## config.mk

```make
export PLATFORM = sky130hd
export DESIGN_NAME = alu_exec_unit
export DESIGN_NICKNAME = d
export VERILOG_FILES = /design/src/rtl/alu_exec_unit.sv
export SDC_FILE = /design/constraint.sdc
export NUM_CORES = 1
export LEC_CHECK = 0
export BUFFER_PORTS_ARGS = -buffer_cell sky130_fd_sc_hd__buf_2
export CORE_MARGIN = 1.5
export CORE_UTILIZATION = 40
export CTS_BUF_LIST = sky130_fd_sc_hd__clkbuf_2 sky130_fd_sc_hd__clkbuf_4 sky130_fd_sc_hd__clkbuf_8
export CTS_CLUSTER_SIZE = 30
export DETAILED_ROUTE_END_ITERATION = 16
export PLACE_DENSITY = 0.57
export SYNTH_ARGS = -nofsm -noshare
export SYNTH_HDL_FRONTEND = slang
export SYNTH_SLANG_ARGS = --single-unit
```

## constraint.sdc

```tcl
create_clock -name clk -period 2.6 [get_ports clk]
set_input_delay 0.39 -clock clk [delete_from_list [all_inputs] [get_ports clk]]
set_output_delay 0.39 -clock clk [all_outputs]
set_load 0.01 [all_outputs]
```

## src/rtl/alu_exec_unit.sv

```systemverilog
// Execute-stage ALU with valid/ready handshakes on both sides.
// Single-cycle logic/arith/compare ops; shifts iterate one bit per cycle.
module alu_exec_unit #(
    parameter int XLEN = 32
) (
    input  logic            clk,
    input  logic            rst_n,
    input  logic            in_valid,
    output logic            in_ready,
    input  logic [4:0]      alu_ctrl,
    input  logic [XLEN-1:0] op_a,
    input  logic [XLEN-1:0] op_b,
    output logic            out_valid,
    input  logic            out_ready,
    output logic [XLEN-1:0] result,
    output logic            zero,
    output logic            busy
);

    localparam int SW = $clog2(XLEN);

    localparam logic [4:0] ALU_ADD  = 5'b00000;
    localparam logic [4:0] ALU_SUB  = 5'b00001;
    localparam logic [4:0] ALU_XOR  = 5'b01010;
    localparam logic [4:0] ALU_OR   = 5'b01011;
    localparam logic [4:0] ALU_AND  = 5'b01100;
    localparam logic [4:0] ALU_SLL  = 5'b01101;
    localparam logic [4:0] ALU_SRL  = 5'b01110;
    localparam logic [4:0] ALU_SRA  = 5'b01111;
    localparam logic [4:0] ALU_SLT  = 5'b10000;
    localparam logic [4:0] ALU_SLTU = 5'b10001;

    typedef enum logic [1:0] {
        IDLE  = 2'd0,
        SHIFT = 2'd1,
        DONE  = 2'd2
    } state_t;

    typedef enum logic [1:0] {
        SH_LL = 2'd0,
        SH_RL = 2'd1,
        SH_RA = 2'd2
    } shift_t;

    state_t          state_q, state_d;
    shift_t          shift_type_q, shift_type_d;
    logic [XLEN-1:0] work_q, work_d;
    logic [SW-1:0]   shift_cnt_q, shift_cnt_d;
    logic [XLEN-1:0] result_q, result_d;
    logic            zero_q, zero_d;

    logic [XLEN-1:0] alu_res;
    logic [XLEN-1:0] work_shifted;
    logic [SW-1:0]   shamt;
    logic            is_shift;
    shift_t          req_shift_type;

    assign shamt = op_b[SW-1:0];

    // Unknown codes fall through to ADD.
    always_comb begin
        alu_res = op_a + op_b;
        unique case (alu_ctrl)
            ALU_SUB:  alu_res = op_a - op_b;
            ALU_XOR:  alu_res = op_a ^ op_b;
            ALU_OR:   alu_res = op_a | op_b;
            ALU_AND:  alu_res = op_a & op_b;
            ALU_SLT:  alu_res = {{(XLEN-1){1'b0}}, ($signed(op_a) < $signed(op_b))};
            ALU_SLTU: alu_res = {{(XLEN-1){1'b0}}, (op_a < op_b)};
            default:  alu_res = op_a + op_b;
        endcase
    end

    always_comb begin
        is_shift       = 1'b0;
        req_shift_type = SH_LL;
        unique case (alu_ctrl)
            ALU_SLL: begin
                is_shift       = 1'b1;
                req_shift_type = SH_LL;
            end
            ALU_SRL: begin
                is_shift       = 1'b1;
                req_shift_type = SH_RL;
            end
            ALU_SRA: begin
                is_shift       = 1'b1;
                req_shift_type = SH_RA;
            end
            default: begin
                is_shift       = 1'b0;
                req_shift_type = SH_LL;
            end
        endcase
    end

    always_comb begin
        work_shifted = {work_q[XLEN-2:0], 1'b0};
        unique case (shift_type_q)
            SH_RL:   work_shifted = {1'b0, work_q[XLEN-1:1]};
            SH_RA:   work_shifted = {work_q[XLEN-1], work_q[XLEN-1:1]};
            default: work_shifted = {work_q[XLEN-2:0], 1'b0};
        endcase
    end

    // The last shift step writes the result directly so the total latency is shamt+1.
    always_comb begin
        state_d      = state_q;
        shift_type_d = shift_type_q;
        work_d       = work_q;
        shift_cnt_d  = shift_cnt_q;
        result_d     = result_q;
        zero_d       = zero_q;
        unique case (state_q)
            IDLE: begin
                if (in_valid) begin
                    if (is_shift && (shamt != '0)) begin
                        work_d       = op_a;
                        shift_cnt_d  = shamt;
                        shift_type_d = req_shift_type;
                        state_d      = SHIFT;
                    end else begin
                        result_d = is_shift ? op_a : alu_res;
                        zero_d   = (result_d == '0);
                        state_d  = DONE;
                    end
                end
            end
            SHIFT: begin
                work_d      = work_shifted;
                shift_cnt_d = shift_cnt_q - 1'b1;
                if (shift_cnt_q == SW'(1)) begin
                    result_d = work_shifted;
                    zero_d   = (work_shifted == '0);
                    state_d  = DONE;
                end
            end
            DONE: begin
                if (out_ready) begin
                    state_d = IDLE;
                end
            end
            default: begin
                state_d = IDLE;
            end
        endcase
    end

    always_ff @(posedge clk or negedge rst_n) begin
        if (!rst_n) begin
            state_q      <= IDLE;
            shift_type_q <= SH_LL;
            work_q       <= '0;
            shift_cnt_q  <= '0;
            result_q     <= '0;
            zero_q       <= 1'b0;
        end else begin
            state_q      <= state_d;
            shift_type_q <= shift_type_d;
            work_q       <= work_d;
            shift_cnt_q  <= shift_cnt_d;
            result_q     <= result_d;
            zero_q       <= zero_d;
        end
    end

    assign in_ready  = (state_q == IDLE);
    assign busy      = (state_q != IDLE);
    assign out_valid = (state_q == DONE);
    assign result    = result_q;
    assign zero      = zero_q;

endmodule

```

# Word level (Yosys, flattened, before mapping)
# Index checks and enable logic that the tools add are counted.
dict set report word_totals {
  output_inout_bits 36
  reg_bits 74
  in_bits 73
}
dict set report classes {
  n_mux 24
  addsub 3
  bitwise_logic 3
  n_eq_ne 19
  n_reduce_logical 12
  order_cmp 2
}
# operator n
set op_table {}
lappend op_table {{2-to-1 mux 32 bit} 6}
lappend op_table {{one-hot mux 32 bit (2 select lines)} 3}
lappend op_table {{one-hot mux 32 bit (6 select lines)} 1}
lappend op_table {{zero test 32 bit} 2}
lappend op_table {{less-than comparator 32 bit} 2}
lappend op_table {{adder 32 bit} 1}
lappend op_table {{bitwise AND 32 bit} 1}
lappend op_table {{bitwise OR 32 bit} 1}
lappend op_table {{subtractor 32 bit} 1}
lappend op_table {{bitwise XOR 32 bit} 1}
lappend op_table {{equality test 5 x 4 -> 1 bit, second input constant} 6}
lappend op_table {{equality test 5 x 1 -> 1 bit, second input constant} 2}
lappend op_table {{equality test 5 bit, second input constant} 2}
lappend op_table {{2-to-1 mux 5 bit} 2}
lappend op_table {{one-hot mux 5 bit (2 select lines)} 1}
lappend op_table {{AND reduction 3 bit} 3}
lappend op_table {{2-to-1 mux 2 bit} 4}
lappend op_table {{inequality test 2 bit, second input constant} 3}
lappend op_table {{one-hot mux 2 bit (3 select lines)} 1}
lappend op_table {{nonzero test 5 bit} 1}
lappend op_table {{subtractor 5 x 1 -> 5 bit, second input constant} 1}
lappend op_table {{equality test 2 x 1 -> 1 bit, second input constant} 2}
lappend op_table {{equality test 2 bit, second input constant} 2}
lappend op_table {{2-to-1 mux 1 bit} 4}
lappend op_table {{8 further kinds} 10}

# Depth between registers and ports, before layout
dict set report logic_depth {
  depth_word 8
  depth_mapped 15
  mapped_depth_nobuf 15
}

# Worst setup path after synthesis
# OpenSTA, ideal clock, no wires.
dict set report synth_timing {
  path_kind {input-to-reg}
  start {in op_a[0]}
  end {reg zero_q, in the netlist zero}
  cell_stages 13
  slack_ns -0.700
  t_arrival_ns 3.234
  path_buffers 0
  setup_ns 0.066
  t_required_ns 2.534
  path_cell_list {ha_1 -> fa_1 -> a211oi_2 -> o21ai_2 -> a21bo_1 -> a41o_1 -> a41o_1 -> o211a_1 -> a2111oi_4 -> a22oi_2 -> a2111oi_2 -> nand4_1 -> nand2_1}
}
dict set report synth_via {
  elab_chain_len 7
  elab_cells_between_ends 13
  classes_between {2 x add/sub; 2 x order compare; 5 x mux; 3 x bitwise; 1 x reduce/logical}
}
# item line_no
set synth_rtl {}
lappend synth_rtl {{from (decl)} 11} ;# input logic [XLEN-1:0] op_a,
lappend synth_rtl {{adder 32 bit (tied with other cells)} 70} ;# default: alu_res = op_a + op_b;
lappend synth_rtl {{one-hot mux 32 bit (6 select lines)} 63} ;# unique case (alu_ctrl)
lappend synth_rtl {{2-to-1 mux 32 bit (*)} 123} ;# result_d = is_shift ? op_a : alu_res;
lappend synth_rtl {{zero test 32 bit (*)} 124} ;# zero_d = (result_d == '0);
lappend synth_rtl {{2-to-1 mux 1 bit (*)} 117} ;# if (is_shift && (shamt != '0)) begin
lappend synth_rtl {{2-to-1 mux 1 bit (*)} 116} ;# if (in_valid) begin
lappend synth_rtl {{one-hot mux 1 bit (2 select lines) (*)} 114} ;# unique case (state_q)
lappend synth_rtl {{to (signal assigned)} 163} ;# zero_q <= zero_d;
lappend synth_rtl {{to (decl)} 50} ;# logic zero_q, zero_d;
# Mark *: on every way between the ends. The rest lies on a longest branch, timed or not. The select of a mux whose other input is x is not followed.
# A chain may end at the register's enable or synchronous reset.

# Worst setup path in the final report
# Same ends and word-level chain as after synthesis.

==> results_dict.tcl <==
set metrics [dict create \
    combinationalPowerShare_pct 60.9 \
    path_clk_slew_ps 80 \
    vias 12900 \
    place_inst 2142 \
    synth_nets 1552 \
    tritoncts "yes" \
    yosysSeqAreaShare_pct 18.9 \
    worstMarginPinSlew_ps 786 \
    wl_met1_um 18900 \
    grt.total_usage_pct 35.6 \
    skew_ps 11.4 \
    path_class "in2reg" \
    postRouteAntennaNets 0 \
    finalCritPeriodShare_pct 120 \
    final_area_um2 16000 \
    cap_violations 0 \
    p_seq_share_pct 26.0 \
    p_sw_share_pct 43.3 \
    nets 2051 \
    cts_buffers 9 \
    hold_viol_final 0 \
    worst_slew_margin_rel_pct 47.6 \
    power_frac_clock_pct 13.1 \
    core_area_um2 24200 \
    dieArea_um2 25400 \
    cts_sinks 74 \
    min_period_ps 3130 \
    critPathLaunch "op_a[0]" \
    hold_class "in2reg" \
    initial_core_util_pct 40.5 \
    wl_per_cell_um 21.0 \
    fin_cells 2205 \
    htree_levels 3 \
    dp.final_hpwl_um 36200 \
    viasPerCell 5.83 \
    synthFlopType "dfrtp_1" \
    clk_latency_ps 370 \
    start_kind "input port" \
    synth_largest_area_cell "dfrtp_1" \
    initialDrtViolationCount 1135 \
    nFillCells 2089 \
    place_area_um2 14000 \
    syn_to_final_growth_pct 63.7 \
    grt_max_degree 75 \
    switchingPower_w 0.00343 \
    dr.pass1.iters 6 \
    drc 0 \
    slew_viol_final 0 \
    yosysTopAreaCellShare_pct 18.9 \
    yosys_warnings 0 \
    p_leak_nw 7.40 \
    cts_root_buf "clkbuf_8" \
    die_x_um 159 \
    synthArstFlopShare_pct 100 \
    cp_max_fo 4 \
    wl_um 46200 \
    place.gp.congestion 0.988 \
    r2r_end "zero" \
    top_layer "met4" \
    irDropWorstVdd_mv 0.476 \
    antenna_found_initial 0 \
    required_ps 2910 \
    clockBufferDepth 2 \
    grt.overflow.total 0 \
    grt_pass1_wl_um 70700 \
    syn_avg_cell_area_um2 7.10 \
    syn_area_um2 9780 \
    timing.fmax_ghz 0.320 \
    worst_slack_ps -527 \
    rr_worst_depth 9 \
    setup-tns-final_ps -5030 \
    antennaDiodeCount 0 \
    dpl_worst_slack_ps -1180 \
    synth_enable_flop_cells 0 \
    outcome "finished with violations" \
    r2r-start "shift_cnt_q[2]" \
    port_buffers 108 \
    finalSetupViolations 22 \
    die_h_um 159 \
    rrSetupSlack_ps -90 \
    syn-instance-count 1377 \
    synth_area_leaders "dfrtp_1, ha_1, o21ai_0, a21oi_1, nor2_1" \
    endpoint "zero" \
    fin_util_pct 66.2 \
    power_density_nw_per_um2 495 \
    violations "negative setup slack" \
    ys_types 90 \
    dr_wl_met3_um 3240 \
    rsz0062_at_grt "true" \
    intPower_w 0.00449 \
    ys_ff_latch 74 \
    first_global_vias 12600 \
    drive_gt1_share_pct 44.2 \
    rows 57 \
    arrival_ps 3430 \
    wl_met2_um 21500 \
    cp-end-kind "register" \
    num_io_pins 109 \
]
[synthesized netlist by cell type, drive strengths merged, types with 14 or more instances]
cell type / count
a211oi: 21
a21o: 34
a21oi: 115
a221oi: 14
a22oi: 34
a31oi: 17
buf: 17
clkbuf: 74
dfrtp: 74
ha: 100
inv: 101
nand2: 130
nand2b: 20
nand3: 19
nand4: 19
nor2: 142
nor2b: 16
nor3: 22
o21ai: 160
o31ai: 14
xnor2: 17
[through the flow]
stage / power [W] / hold WS (ps)
6_report: 0.00792 / 212
5_1_grt: 0.00843 / 207
4_1_cts: 0.00773 / 204
3_5_place_dp: 0.00627 / 308
3_3_place_gp: 0.00622 / 306
2_1_floorplan: 0.00424 / 94.4
[cell type report]
type | instances | area, µm² | area share [%]
repair buffers | 579 | 4430 | 27.7
inverters | 101 | 434 | 2.71
flip-flops and latches | 74 | 1850 | 11.6
clock inverters | 6 | 90.1 | 0.563
well taps | 324 | 405 | 2.53
clock buffers | 10 | 138 | 0.860
multi-input cells | 1111 | 8660 | 54.1
[flip-flops by register name, indices dropped and copies added (netlist names)]
register / flops
result: 32
shift_cnt_q: 5
shift_type_q: 2
state_q: 2
work_q: 32
zero: 1
[worst min path at each step]
stage	startpoint	endpoint	slack (ps)	cells past startpoint
after floorplan	rst_n	result[0]	90	0
after global placement	rst_n	result[5]	310	1
after detailed placement	rst_n	result[5]	310	1
after CTS	out_ready	state_q[1]	200	2
after global routing	out_ready	state_q[1]	210	2
final	out_ready	state_q[1]	210	2
[placed cells by master (no fill, tap or decap), drive strengths merged, types with 20 or more instances in the layout]
cell,Yosys,final
buf,17,578
o21ai,160,160
nor2,142,142
nand2,130,130
a21oi,115,115
inv,101,101
ha,100,100
dfrtp,74,74
a21o,34,34
a22oi,34,34
nor3,22,22
a211oi,21,21
nand2b,20,20
[power groups by stage]
stage               Combinational (W)  Sequential (W)  Clock, W
finish                        0.00483         0.00206   0.00104
global route                  0.00521         0.00212   0.00111
CTS                           0.00463         0.00205   0.00106
detailed placement            0.00421         0.00206         0
global placement              0.00417         0.00205         0
floorplan                     0.00216         0.00208         0
[cell families after synthesis]
family          after synthesis  share of synthesized area [%]
mux                           5                          0.524
simple gates                437                           21.0
buf+inv                     192                           7.60
fa+ha+maj                   102                           13.2
compound gates              548                           37.1
xor+xnor                     19                           1.70
flops                        74                           18.9
[metal layers]
layer  vias to the layer above  GRT usage [%]
li1                       6048              -
met1                      6088           44.8
met2                       588           59.6
met3                       141           5.16
met4                         0           17.3
met5                         -              0
[critical path: stages]
cell and delay (ps):
buf_12 120, inv_12 40, ha_4 110, inv_2 30
fa_2 350, nor2b_4 140, o311ai_4 350, nand2_1 180
xnor2_1 170, o22ai_1 100, a2bb2oi_1 150, or3_1 320
a2111o_1 340, nor4_2 300, buf_4 160, nand4_1 80
nand2_1 90
[what timing repair did]
action                                  4_1_cts  5_1_grt
pin swaps                                    99       69
buffers inserted                             40       24
hold endpoints to repair                     22        0
gates resized for setup                     256       70
endpoints found under the setup margin       25       38
hold buffers                                  1        0
Note: power is estimated with default switching activity, not from simulation.
